===== src/rtl/lsu_if.sv =====
// Pipeline request/response and memory-side signals of the load/store unit.
// The slave modport is the unit's view; the master modport is the pipeline/memory view.
interface lsu_if;
  logic        req_valid;
  logic        req_ready;
  logic        req_write;
  logic [1:0]  req_size;
  logic        req_signed;
  logic [31:0] base;
  logic [15:0] offset;
  logic [31:0] store_data;
  logic        resp_valid;
  logic [31:0] resp_data;
  logic        resp_err;
  logic        MemRead;
  logic        MemWrite;
  logic [7:0]  Address;
  logic [31:0] Write_data;
  logic [31:0] Read_data;

  modport slave (
    input  req_valid, req_write, req_size, req_signed, base, offset, store_data, Read_data,
    output req_ready, resp_valid, resp_data, resp_err, MemRead, MemWrite, Address, Write_data
  );

  modport master (
    output req_valid, req_write, req_size, req_signed, base, offset, store_data, Read_data,
    input  req_ready, resp_valid, resp_data, resp_err, MemRead, MemWrite, Address, Write_data
  );
endinterface


===== src/rtl/load_store_unit.sv =====
// Single-outstanding load/store unit: word accesses, plus byte loads and
// read-modify-write byte stores when LSU_BYTE_ACCESS_EN is defined.
module load_store_unit (
  input  logic clk,
  input  logic rst_n,
  lsu_if.slave lsu
);

  typedef enum logic [1:0] {IDLE, RD, WR, RESP} state_t;

  state_t      state, state_nxt;
  logic [31:0] ea;
  logic        size_ok;
  logic        acc_err;
  logic        accept;
  logic        err_q;
  logic [7:0]  addr_q;
  logic [31:0] wdata_q;
  logic [31:0] rdata_q;
  logic [31:0] load_val;

`ifdef LSU_BYTE_ACCESS_EN
  logic        write_q;
  logic        byte_q;
  logic        signed_q;
  logic [1:0]  lane_q;
  logic [7:0]  lane_byte;
  logic [31:0] merged;
`else
  logic        unused_signed;
  assign unused_signed = lsu.req_signed;
`endif

  assign ea     = lsu.base + {{16{lsu.offset[15]}}, lsu.offset};
  assign accept = lsu.req_valid && (state == IDLE);

  always_comb begin
    size_ok = (lsu.req_size == 2'b10);
`ifdef LSU_BYTE_ACCESS_EN
    if (lsu.req_size == 2'b00) size_ok = 1'b1;
`endif
    acc_err = (|ea[31:10]) || !size_ok ||
              ((lsu.req_size == 2'b10) && (ea[1:0] != 2'b00));
  end

  // Load result and store merge, both taken from the word on Read_data during RD.
  always_comb begin
`ifdef LSU_BYTE_ACCESS_EN
    lane_byte = lsu.Read_data[{lane_q, 3'b000} +: 8];
    merged    = lsu.Read_data;
    merged[{lane_q, 3'b000} +: 8] = wdata_q[7:0];
    if (!byte_q)
      load_val = lsu.Read_data;
    else if (signed_q)
      load_val = {{24{lane_byte[7]}}, lane_byte};
    else
      load_val = {24'h0, lane_byte};
`else
    load_val = lsu.Read_data;
`endif
  end

  // NOTE: sequential state uses non-blocking assignments so every register
  // samples pre-edge values regardless of process ordering.
  always_ff @(posedge clk or negedge rst_n) begin
    if (!rst_n) state <= IDLE;
    else        state <= state_nxt;
  end

  // NOTE: state_nxt is defaulted first so no path through the case infers a latch.
  always_comb begin
    state_nxt = state;
    case (state)
      IDLE: begin
        if (accept) begin
          if (acc_err)
            state_nxt = RESP;
`ifdef LSU_BYTE_ACCESS_EN
          else if (lsu.req_write && (lsu.req_size == 2'b10))
`else
          else if (lsu.req_write)
`endif
            state_nxt = WR;
          else
            state_nxt = RD;
        end
      end
`ifdef LSU_BYTE_ACCESS_EN
      RD:      state_nxt = write_q ? WR : RESP;
`else
      RD:      state_nxt = RESP;
`endif
      WR:      state_nxt = RESP;
      RESP:    state_nxt = IDLE;
      default: state_nxt = IDLE;
    endcase
  end

  // Strobes decode straight from state so an async reset drops them immediately.
  always_comb begin
    lsu.req_ready  = (state == IDLE);
    lsu.resp_valid = (state == RESP);
    lsu.MemRead    = (state == RD);
    lsu.MemWrite   = (state == WR);
    lsu.resp_err   = (state == RESP) && err_q;
    lsu.resp_data  = (state == RESP) ? rdata_q : 32'h0;
    lsu.Address    = addr_q;
    lsu.Write_data = wdata_q;
  end

  always_ff @(posedge clk or negedge rst_n) begin
    if (!rst_n) begin
      err_q    <= 1'b0;
      addr_q   <= 8'h0;
      wdata_q  <= 32'h0;
      rdata_q  <= 32'h0;
`ifdef LSU_BYTE_ACCESS_EN
      write_q  <= 1'b0;
      byte_q   <= 1'b0;
      signed_q <= 1'b0;
      lane_q   <= 2'b00;
`endif
    end else begin
      if (accept) begin
        err_q    <= acc_err;
        addr_q   <= ea[9:2];
        wdata_q  <= lsu.store_data;
        rdata_q  <= 32'h0;
`ifdef LSU_BYTE_ACCESS_EN
        write_q  <= lsu.req_write;
        byte_q   <= (lsu.req_size == 2'b00);
        signed_q <= lsu.req_signed;
        lane_q   <= ea[1:0];
`endif
      end
      if (state == RD) begin
`ifdef LSU_BYTE_ACCESS_EN
        if (write_q) wdata_q <= merged;
        else         rdata_q <= load_val;
`else
        rdata_q <= load_val;
`endif
      end
    end
  end

endmodule


===== src/flat_wrapper.sv =====
// flat-port wrapper written by rule: the top's interface ports become plain ports
module load_store_unit_flat 
  (clk, rst_n, lsu_req_valid, lsu_req_write, lsu_req_size, lsu_req_signed, lsu_base, lsu_offset, lsu_store_data, lsu_Read_data, lsu_req_ready, lsu_resp_valid, lsu_resp_data, lsu_resp_err, lsu_MemRead, lsu_MemWrite, lsu_Address, lsu_Write_data);
  lsu_if lsu_i ();
  input  logic clk;
  input  logic rst_n;
  input wire logic [$bits(lsu_i.req_valid)-1:0] lsu_req_valid;
  input wire logic [$bits(lsu_i.req_write)-1:0] lsu_req_write;
  input wire logic [$bits(lsu_i.req_size)-1:0] lsu_req_size;
  input wire logic [$bits(lsu_i.req_signed)-1:0] lsu_req_signed;
  input wire logic [$bits(lsu_i.base)-1:0] lsu_base;
  input wire logic [$bits(lsu_i.offset)-1:0] lsu_offset;
  input wire logic [$bits(lsu_i.store_data)-1:0] lsu_store_data;
  input wire logic [$bits(lsu_i.Read_data)-1:0] lsu_Read_data;
  output wire logic [$bits(lsu_i.req_ready)-1:0] lsu_req_ready;
  output wire logic [$bits(lsu_i.resp_valid)-1:0] lsu_resp_valid;
  output wire logic [$bits(lsu_i.resp_data)-1:0] lsu_resp_data;
  output wire logic [$bits(lsu_i.resp_err)-1:0] lsu_resp_err;
  output wire logic [$bits(lsu_i.MemRead)-1:0] lsu_MemRead;
  output wire logic [$bits(lsu_i.MemWrite)-1:0] lsu_MemWrite;
  output wire logic [$bits(lsu_i.Address)-1:0] lsu_Address;
  output wire logic [$bits(lsu_i.Write_data)-1:0] lsu_Write_data;
  assign lsu_i.req_valid = lsu_req_valid;
  assign lsu_i.req_write = lsu_req_write;
  assign lsu_i.req_size = lsu_req_size;
  assign lsu_i.req_signed = lsu_req_signed;
  assign lsu_i.base = lsu_base;
  assign lsu_i.offset = lsu_offset;
  assign lsu_i.store_data = lsu_store_data;
  assign lsu_i.Read_data = lsu_Read_data;
  assign lsu_req_ready = lsu_i.req_ready;
  assign lsu_resp_valid = lsu_i.resp_valid;
  assign lsu_resp_data = lsu_i.resp_data;
  assign lsu_resp_err = lsu_i.resp_err;
  assign lsu_MemRead = lsu_i.MemRead;
  assign lsu_MemWrite = lsu_i.MemWrite;
  assign lsu_Address = lsu_i.Address;
  assign lsu_Write_data = lsu_i.Write_data;
  load_store_unit u_core (.clk(clk), .rst_n(rst_n), .lsu(lsu_i));
endmodule

===== config.mk =====
export PLATFORM = sky130hd
export DESIGN_NAME = load_store_unit_flat
export DESIGN_NICKNAME = d
export VERILOG_FILES = /design/src/rtl/lsu_if.sv /design/src/rtl/load_store_unit.sv /design/src/flat_wrapper.sv
export SDC_FILE = /design/constraint.sdc
export NUM_CORES = 1
export LEC_CHECK = 0
export ABC_AREA = 1
export BUFFER_PORTS_ARGS = -buffer_cell sky130_fd_sc_hd__buf_2
export CORE_MARGIN = 2
export CORE_UTILIZATION = 52
export DETAILED_ROUTE_END_ITERATION = 6
export PLACE_DENSITY = 0.9
export SYNTH_ARGS = -nofsm -noshare
export SYNTH_HDL_FRONTEND = slang
export SYNTH_SLANG_ARGS = --single-unit

===== constraint.sdc =====
create_clock -name clk -period 2.1 [get_ports clk]
set_input_delay 0.21 -clock clk [delete_from_list [all_inputs] [get_ports clk]]
set_output_delay 0.21 -clock clk [all_outputs]
set_load 0.02 [all_outputs]

==> results of run 1 <==
-- power groups by stage --
stage	combinational, mW	clock [mW]	sequential, mW
5_1_grt	4.57	1.06	2.50
4_1_cts	4.04	0.984	2.42
2_1_floorplan	2.17	0	2.85
3_5_place_dp	4.02	0	2.45
6_report	4.14	0.966	2.43
3_3_place_gp	3.93	0	2.41
-- synthesized netlist by cell type, types with 2 or more instances --
| cell type | count |
|---|---|
| o21bai_1 | 4 |
| inv_1 | 149 |
| nand2_1 | 431 |
| nor3_2 | 2 |
| clkbuf_1 | 22 |
| nor3_1 | 4 |
| nand3b_1 | 3 |
| ha_1 | 35 |
| a21oi_1 | 22 |
| inv_2 | 2 |
| nand3_2 | 4 |
| and2_1 | 3 |
| xnor2_1 | 7 |
| o211ai_1 | 2 |
| nand4_1 | 7 |
| o21ai_1 | 2 |
| nor2_1 | 55 |
| o21ai_0 | 10 |
| dfrtp_1 | 75 |
| nand3_1 | 69 |
| nand2_2 | 7 |
| nor2_2 | 9 |
-- critical path: stages --
cell and delay (ns):
buf_2 0.10, ha_1 0.35, nand2_1 0.10, nand2_1 0.12, inv_1 0.11, nand2_1 0.06
nand2_1 0.08, nand3_1 0.17, nand2_1 0.14, nand3_1 0.07, nand2_1 0.07, nand2_1 0.09
nor2_2 0.14, nand3_1 0.09, nor2_2 0.15, nand3_1 0.08, o21ai_1 0.07, inv_1 0.05
-- final cells by class --
| type | count | share of cell area, % |
|---|---|---|
| clock buffers | 11 | 1.68 |
| clock inverters | 5 | 0.481 |
| inverters | 152 | 7.31 |
| multi-input cells | 681 | 44.3 |
| flip-flops and latches | 75 | 24.1 |
| well taps | 140 | 2.25 |
| repair buffers | 267 | 19.9 |
-- registers in the layout (all words and copies together) (netlist names) --
signal and flops:
u_core.lsu.Address 8, u_core.state 2, u_core.lsu.Write_data 32, u_core.rdata_q 32, u_core.err_q 1
-- how the worst max path moves through the flow --
stage	cells after the start	end	slack (ns)	startpoint
floorplan	18	u_core.state[0]	0.03	lsu_offset[0]
global placement	19	u_core.err_q	-0.26	lsu_offset[0]
detailed placement	19	u_core.err_q	-0.26	lsu_offset[0]
CTS	19	u_core.err_q	0.11	lsu_offset[0]
global route	18	u_core.err_q	-0.08	lsu_offset[4]
finish	18	u_core.err_q	0.06	lsu_offset[4]
-- cells by family (layout without fill, tap and decap cells) --
| group | after synthesis | in the layout | share of synthesized area (%) |
|---|---|---|---|
| xor gates and xnor gates | 8 | 8 | 1.22 |
| adders and majority gates | 36 | 36 | 7.99 |
| buffers and inverters | 174 | 435 | 11.4 |
| DFF | 75 | 75 | 32.8 |
| and+or+nand+nor | 596 | 596 | 42.7 |
| AOI/OAI and AO/OA | 41 | 41 | 3.91 |
-- routing by layer --
metal / up-vias / global-route usage (%) / wire length, µm / share of wire, %
li1: 3321 / - / - / -
met2: 306 / 44.3 / 8360 / 49
met1: 2974 / 34.1 / 7160 / 42
met3: 41 / 5.20 / 1290 / 7.5
met5: - / 0 / 0 / 0
met4: 0 / 8.88 / 417 / 2.4
-- what timing repair did --
| action | in CTS | in global routing |
|---|---|---|
| endpoints found under the setup margin | 0 | 3 |
| buffers inserted | 0 | 2 |
| hold endpoints to repair | 75 | 0 |
| hold buffers | 1 | 0 |
| gates resized for setup | 0 | 49 |
==> flow_summary_export.csv, run 1 <==
group,metric,value,unit
floorplanning,core_area,0.0108,mm²
floorplanning,io_pins,196,
critical_path,reg2reg_slack,0.56,ns
clocking,cts_buffers,9,
worst_hold_path,hold_path_depth,3,
timing,hold_viol,0,
clocking,cts.sink_count,75,
placement,dp_hpwl,13000,µm
critical_path,arrival,2.27,ns
critical_path,rr_endpoint,"u_core.rdata_q[26]",
synthesis,synth_edf_count,0,
placement,port-buffer-count,194,
timing,fmax,491,MHz
route,via_per_inst,4.99,
critical_path,worstReg2RegStart,"u_core.state[0]",
cells_and_area,multi_input_area,0.00346,mm²
floorplanning,die_area,0.0119,mm²
timing,setup_ws,0.0643,ns
synthesis,synth_seq_area_share,32.8,%
cells_and_area,area_delta_synth_final,36.2,%
worst_hold_path,min-delay-start,"lsu_store_data[14]",
synthesis,syn_nets,1085,
route,antenna_left,0,
route,drtIter0Drc,605,
synthesis,syn-cell-area,0.00573,mm²
floorplanning,initial_core_util,53.1,%
route,vias,6642,
synthesis,ys_warn_count,0,
placement,place_congestion,0.940,
critical_path,critPathLaunchType,"input port",
timing,finalClockSkew,0.0132,ns
power_and_ir_drop,vdd_drop_max,660,µV
synthesis,netlist.area_leader.share,32.8,%
cells_and_area,final_area,0.00780,mm²
synthesis,yosys-top-cells-area,"dfrtp_1 33%, nand2_1 28%, inv_1 9.8%",
timing,min_period,2.04,ns
timing,tightest_slew,0.446,ns
power_and_ir_drop,power.density,965,mW/mm²
power_and_ir_drop,switching_share,47.0,%
cells_and_area,nNetsFinal,1341,
worst_hold_path,min_to,"u_core.lsu.Write_data[14]",
route,firstDrtPassIters,5,
worst_hold_path,hp-class,"input port to flip-flop",
grt,grt_max_degree,76,
synthesis,netlist_instances,930,
floorplanning,std_cell_rows,38,
synthesis,synth-seq-cells,75,
cells_and_area,final_common_cell,"nand2_1",
timing,finalCritPeriodShare,96.9,%
power_and_ir_drop,power.total,7.53,mW
timing,slew-limit-headroom,70.2,%
grt,antenna_found_initial,0,
clocking,root_buffer,"clkbuf_8",
critical_path,critPathKind,"input port to flip-flop",
cells_and_area,fin_util,72.3,%
power_and_ir_drop,p_leak,4.90,nW
critical_path,end_kind,"flip-flop",
route,drc,0,
placement,place_area,0.00735,mm²
critical_path,reg2reg_depth,6,
critical_path,path_max_fanout,4,
placement,dpl.cell_count,1312,
power_and_ir_drop,pwr-share-seq,32.2,%
flow_run,drv_cap,0,
floorplanning,die_h,109,µm
cells_and_area,fillers,858,
critical_path,crit_required,2.33,ns
timing,finalMaxSlewViolations,0,
synthesis,synth_ff_type,"dfrtp_1",
timing,setup_viol,0,
synthesis,async_reset_ff_share,100,%
synthesis,yosysUniqueCellTypes,28,
route,wl,17200,µm
synthesis,synth_top_area_cell,"dfrtp_1",
grt,grt.total_usage,26.4,%
floorplanning,die_x,109,µm
clocking,clock_latency,0.35,ns
cells_and_area,antenna_cells,0,
clocking,cts_tree,"built",
grt,grt_pass1_wl,25100,µm
cells_and_area,drive_gt1_share,29.4,%
power_and_ir_drop,pwr-share-comb,54.9,%
timing,whs,0.0489,ns
power_and_ir_drop,power_switching,3.54,mW
grt,grt_pass1_vias,5625,
clocking,clock_path_buffers,2,
status,outcome,"finished, final reports clean",
timing,setup-tns-final,0,ns
synthesis,syn_area_per_cell,6.16,µm²
placement,dp_worst_setup_slack,-0.262,ns
cells_and_area,layout_common_cells,"422 x nand2_1, 193 x buf_2, 147 x inv_1, 75 x dfrtp_1, 70 x buf_4",
grt,overflow,0,
cells_and_area,fin_cells,1331,
power_and_ir_drop,p_int,3.99,mW
route,routedWlPerCell,12.9,µm
power_and_ir_drop,clkPwrFrac,12.8,%
clocking,htreeDepth,3,
cells_and_area,final-seq-area,0.00188,mm²
clocking,clk_pin_slew,0.08,ns
No activity file was read; power rests on OpenSTA's default activity.
==> run 2: changes to the inputs <==
--- a/config.mk
+++ b/config.mk
@@ -6,7 +6,7 @@
 export NUM_CORES = 1
 export LEC_CHECK = 0
 export ABC_AREA = 1
-export BUFFER_PORTS_ARGS = -buffer_cell sky130_fd_sc_hd__buf_2
+export BUFFER_PORTS_ARGS = -buffer_cell sky130_fd_sc_hd__buf_4
 export CORE_MARGIN = 2
 export CORE_UTILIZATION = 52
 export DETAILED_ROUTE_END_ITERATION = 6
==> flow_summary_export.csv, run 2 (synthesis results as in run 1) <==
group,metric,value,unit
status,outcome,"finished, violations left",
status,violations,"setup timing",
cells_and_area,fin_util,76.9,%
timing,finalMaxSlewViolations,0,
route,via_per_inst,5.08,
clocking,root_buffer,"clkbuf_8",
cells_and_area,final_common_cell,"nand2_1",
clocking,htreeDepth,3,
clocking,clk_pin_slew,0.09,ns
cells_and_area,final_area,0.00830,mm²
cells_and_area,drive_gt1_share,29.7,%
floorplanning,die_area,0.0119,mm²
power_and_ir_drop,clkPwrFrac,12.7,%
critical_path,critPathLaunchType,"input port",
timing,finalClockSkew,0.0127,ns
timing,setup_ws,-0.0267,ns
grt,overflow,0,
placement,place_area,0.00785,mm²
critical_path,critPathKind,"input port to flip-flop",
floorplanning,io_pins,196,
power_and_ir_drop,p_leak,5.05,nW
floorplanning,die_x,109,µm
route,wl,18600,µm
timing,hold_viol,0,
power_and_ir_drop,power_switching,3.73,mW
grt,grt.total_usage,29.1,%
clocking,cts.sink_count,75,
power_and_ir_drop,vdd_drop_max,736,µV
timing,fmax,470,MHz
timing,min_period,2.13,ns
flow_run,drv_cap,0,
power_and_ir_drop,p_int,4.40,mW
timing,finalCritPeriodShare,101,%
floorplanning,initial_core_util,53.1,%
critical_path,arrival,2.35,ns
power_and_ir_drop,pwr-share-seq,30.4,%
placement,dp_hpwl,13900,µm
route,vias,6765,
timing,whs,0.0451,ns
cells_and_area,layout_common_cells,"418 x nand2_1, 265 x buf_4, 147 x inv_1, 75 x dfrtp_1, 68 x nand3_1",
route,routedWlPerCell,13.9,µm
route,firstDrtPassIters,7,
critical_path,end_kind,"flip-flop",
floorplanning,die_h,109,µm
floorplanning,std_cell_rows,38,
clocking,clock_path_buffers,2,
cells_and_area,antenna_cells,0,
timing,setup-tns-final,-0.0267,ns
grt,grt_max_degree,56,
route,drc,0,
grt,grt_pass1_vias,6057,
cells_and_area,nNetsFinal,1343,
critical_path,path_max_fanout,4,
clocking,clock_latency,0.35,ns
timing,slew-limit-headroom,63.1,%
power_and_ir_drop,switching_share,45.9,%
placement,place_congestion,0.949,
timing,tightest_slew,0.554,ns
grt,grt_pass1_wl,27500,µm
power_and_ir_drop,pwr-share-comb,56.9,%
floorplanning,core_area,0.0108,mm²
clocking,cts_tree,"built",
grt,antenna_found_initial,0,
power_and_ir_drop,power.density,979,mW/mm²
route,antenna_left,0,
worst_hold_path,hp-class,"input port to flip-flop",
route,drtIter0Drc,631,
cells_and_area,area_delta_synth_final,44.8,%
clocking,cts_buffers,9,
placement,port-buffer-count,194,
timing,setup_viol,1,
power_and_ir_drop,power.total,8.13,mW
critical_path,reg2reg_slack,0.36,ns
critical_path,crit_required,2.32,ns
## run 2: cell types whose count changed in the layout (fill, tap and decap cells not counted), sizes merged
cell | before | now
inv | 152 | 155
clkbuf | 11 | 9
clkinv | 3 | 2
buf | 266 | 268
## run 2: critical path: stages
cell,delay [ns]
buf_4,0.11
ha_1,0.35
buf_4,0.17
nand2_1,0.10
nand2_2,0.09
and2_1,0.17
nand2_2,0.09
nand3_2,0.08
nand2_1,0.07
nand2_1,0.06
nor2_1,0.10
nand2_1,0.06
nor2_1,0.13
nand3_1,0.10
nor2_2,0.16
nand3_1,0.13
nand2_1,0.08
a21oi_1,0.07
## run 2: per-layer routing
layer / up-vias / share of wire [%] / global-route usage, % / routed length, µm
li1: 3330 / - / - / -
met1: 3077 / 38 / 35.5 / 7150
met2: 295 / 50 / 51.8 / 9270
met3: 63 / 8.1 / 5.32 / 1510
met4: 0 / 3.5 / 9.07 / 651
met5: - / 0 / 0 / 0
## run 2: repair_timing
action,in CTS,in global routing
hold buffers,1,0
buffers inserted,0,2
setup endpoints to repair,0,3
gates resized for setup,0,48
hold endpoints to repair,36,0
## run 2: layout make-up
| cell class | count | area, µm² |
|---|---|---|
| Clock buffer | 9 | 124 |
| Clock inverter | 7 | 57.6 |
| Tap cell | 140 | 175 |
| Inverter | 152 | 571 |
| Fill cell | 764 | 2490 |
| Multi-Input combinational cell | 681 | 3440 |
| Timing Repair Buffer | 269 | 2050 |
| Sequential cell | 75 | 1880 |
## run 2: worst paths after layout
path,startpoint,to,depth (start not counted)
max in group asynchronous,rst_n,u_core.err_q,3
worst max-delay path,lsu_offset[2],u_core.state[1],18
min in group asynchronous,rst_n,u_core.lsu.Write_data[11],2
worst min register to register,u_core.lsu.Write_data[29],u_core.lsu.Write_data[29],2
worst max register to register,u_core.state[0],u_core.rdata_q[15],6
worst min-delay path,lsu_store_data[0],u_core.lsu.Write_data[0],3
## run 2: stage by stage
step	cells	setup WS, ns
finish	1333	-0.0267
global route	1333	-0.186
CTS	1331	0.0101
detailed placement	1314	-0.355
global placement	1314	-0.296
floorplan	930	0.0304
## run 2: power by group through the flow
| stage | logic [mW] | registers (mW) | clock network, mW |
|---|---|---|---|
| 2_1_floorplan | 2.17 | 2.85 | 0 |
| 3_3_place_gp | 4.35 | 2.43 | 0 |
| 3_5_place_dp | 4.47 | 2.48 | 0 |
| 4_1_cts | 4.50 | 2.46 | 1.05 |
| 5_1_grt | 5.06 | 2.53 | 1.12 |
| 6_report | 4.62 | 2.47 | 1.03 |
==> run 3: changes to the inputs <==
--- a/config.mk
+++ b/config.mk
@@ -5,12 +5,11 @@
 export SDC_FILE = /design/constraint.sdc
 export NUM_CORES = 1
 export LEC_CHECK = 0
-export ABC_AREA = 1
 export BUFFER_PORTS_ARGS = -buffer_cell sky130_fd_sc_hd__buf_4
 export CORE_MARGIN = 2
-export CORE_UTILIZATION = 52
+export CORE_UTILIZATION = 50
 export DETAILED_ROUTE_END_ITERATION = 6
-export PLACE_DENSITY = 0.9
+export PLACE_DENSITY = 0.89
 export SYNTH_ARGS = -nofsm -noshare
 export SYNTH_HDL_FRONTEND = slang
 export SYNTH_SLANG_ARGS = --single-unit
==> flow_summary_export.csv, run 3 <==
group,metric,value,unit
floorplanning,std_cell_rows,36,
power_and_ir_drop,pwr-share-comb,58.2,%
grt,antenna_found_initial,0,
timing,finalCritPeriodShare,119,%
timing,finalClockSkew,0.0127,ns
synthesis,syn_nets,735,
critical_path,path_max_fanout,4,
status,violations,"setup timing",
cells_and_area,multi_input_area,0.00342,mm²
cells_and_area,layout_common_cells,"310 x buf_4, 101 x nand2_1, 75 x dfrtp_1, 55 x o21ai_0",
synthesis,ys_warn_count,0,
power_and_ir_drop,clkPwrFrac,12.0,%
route,vias,6078,
placement,place_congestion,0.906,
synthesis,synth_ff_type,"dfrtp_1",
clocking,cts_tree,"built",
timing,slew-limit-headroom,58.3,%
cells_and_area,final_area,0.00822,mm²
critical_path,end_kind,"flip-flop",
route,antenna_left,0,
placement,dpl.cell_count,995,
placement,dp_hpwl,14300,µm
route,via_per_inst,5.94,
worst_hold_path,hp-class,"input port to flip-flop",
synthesis,netlist_instances,580,
critical_path,reg2reg_depth,10,
power_and_ir_drop,power_switching,3.76,mW
critical_path,crit_required,2.32,ns
synthesis,synth_top_area_cell,"dfrtp_1",
worst_hold_path,min_to,"u_core.rdata_q[19]",
critical_path,reg2reg_slack,-0.23,ns
cells_and_area,antenna_cells,0,
placement,port-buffer-count,194,
power_and_ir_drop,p_leak,3.92,nW
route,drc,0,
timing,hold_viol,0,
route,drtIter0Drc,584,
cells_and_area,fin_cells,1023,
floorplanning,die_h,105,µm
critical_path,worstReg2RegStart,"u_core.state[0]",
status,outcome,"finished, violations left",
floorplanning,die_area,0.0110,mm²
power_and_ir_drop,p_int,4.86,mW
clocking,cts_buffers,9,
power_and_ir_drop,vdd_drop_max,698,µV
synthesis,synth_edf_count,0,
critical_path,rr_endpoint,"u_core.state[0]",
power_and_ir_drop,pwr-share-seq,29.8,%
timing,finalMaxSlewViolations,0,
clocking,clk_pin_slew,0.08,ns
cells_and_area,final-seq-area,0.00188,mm²
cells_and_area,drive_gt1_share,48.3,%
floorplanning,core_area,0.00982,mm²
grt,grt_pass1_wl,30600,µm
synthesis,async_reset_ff_share,100,%
grt,grt_pass1_vias,5927,
cells_and_area,final_common_cell,"buf_4",
cells_and_area,nNetsFinal,1040,
power_and_ir_drop,switching_share,43.6,%
synthesis,synth-seq-cells,75,
placement,place_area,0.00758,mm²
timing,setup_viol,3,
worst_hold_path,min-delay-start,"lsu_Read_data[19]",
timing,min_period,2.49,ns
timing,rsz0062_at_grt,"true",
critical_path,critPathLaunchType,"input port",
cells_and_area,fillers,562,
synthesis,yosysUniqueCellTypes,64,
clocking,clock_path_buffers,2,
timing,tightest_slew,0.626,ns
synthesis,yosys-top-cells-count,"102 x nand2_1, 75 x dfrtp_1, 58 x o21ai_0",
clocking,clock_latency,0.36,ns
synthesis,syn_area_per_cell,8.77,µm²
timing,fmax,402,MHz
floorplanning,initial_core_util,51.8,%
cells_and_area,area_delta_synth_final,61.7,%
worst_hold_path,hold_path_depth,3,
timing,setup-tns-final,-1.10,ns
route,routedWlPerCell,20.0,µm
grt,grtUsageMet3,6.99,%
clocking,htreeDepth,3,
grt,met1_usage,39.6,%
critical_path,arrival,2.71,ns
grt,grt.total_usage,35.2,%
grt,grt_max_degree,81,
synthesis,yosysMostFrequentCell,"nand2_1",
grt,met2_usage,64.2,%
timing,whs,0.0606,ns
clocking,cts.sink_count,75,
critical_path,critPathKind,"input port to flip-flop",
clocking,root_buffer,"clkbuf_8",
power_and_ir_drop,power.density,1050,mW/mm²
route,firstDrtPassIters,5,
grt,overflow,0,
flow_run,drv_cap,0,
synthesis,yosys-top-cells-area,"dfrtp_1 37%, ha_1 8.6%, nand2_1 7.5%",
floorplanning,io_pins,196,
synthesis,synth_seq_area_share,36.9,%
grt,busiest_layer,"met2",
timing,setup_ws,-0.389,ns
route,wl,20500,µm
synthesis,syn-cell-area,0.00508,mm²
synthesis,netlist.area_leader.share,36.9,%
floorplanning,die_x,105,µm
## run 3: critical path: stages
cell	delay, ns
buf_4	0.13
ha_4	0.25
buf_4	0.13
nand2_1	0.07
buf_4	0.13
o21a_1	0.18
o21a_1	0.18
nand2_2	0.10
or3b_4	0.42
a2111oi_4	0.30
nand4_1	0.18
nor4_4	0.30
a31oi_1	0.13
## run 3: cell type report
class | instances | share of cell area [%]
clock buffers | 12 | 1.89
clock inverters | 4 | 0.304
inverters | 16 | 0.731
multi-input cells | 458 | 41.7
flip-flops and latches | 75 | 22.8
well taps | 133 | 2.02
repair buffers | 325 | 30.6
## run 3: power by group through the flow
stage	combinational [mW]	clock [mW]	sequential, mW
after floorplan	2.06	0	2.91
after global placement	4.44	0	2.44
after detailed placement	4.65	0	2.53
after CTS	4.75	1.01	2.52
after global routing	5.30	1.11	2.62
final	5.02	1.03	2.57
## run 3: worst max-delay path by stage
stage,start,endpoint,slack (ns),cells after the start
2_1_floorplan,lsu_offset[4],u_core.state[0],-0.46,10
3_3_place_gp,lsu_offset[15],u_core.state[0],-0.77,11
3_5_place_dp,lsu_offset[9],u_core.state[0],-0.80,12
4_1_cts,lsu_base[0],u_core.state[0],-0.33,13
5_1_grt,lsu_offset[7],u_core.state[0],-0.48,13
6_report,lsu_offset[7],u_core.state[0],-0.39,13
## run 3: repair_timing
action | 4_1_cts | 5_1_grt
pin swaps | 16 | 25
setup endpoints to repair | 37 | 8
resized for setup | 21 | 45
cloned | 0 | 0
buffers inserted | 4 | 7
endpoints found under the hold margin | 43 | 0
hold buffers | 1 | 0
## run 3: cells by family after synthesis
kind of cell    after synthesis  share of synthesized area (%)
xor+xnor                     15                           2.58
buf+inv                      47                           3.59
flops                        75                           36.9
mux                          35                           7.68
simple gates                206                           19.8
fa+ha+maj                    36                           9.01
compound gates              166                           20.4
## run 3: per-layer routing
layer,vias to the layer above,wire length (µm)
li1,2697,-
met1,2868,7290
met2,419,10500
met3,94,1640
met4,0,1030
met5,-,0
## run 3: metrics by stage
stage | setup slack, ns | util, % | power, mW
CTS | -0.328 | 80.7 | 8.29
global placement | -0.775 | 77.2 | 6.87
global route | -0.475 | 83.7 | 9.02
finish | -0.389 | 83.7 | 8.62
floorplan | -0.456 | - | 4.97
detailed placement | -0.798 | 77.2 | 7.19
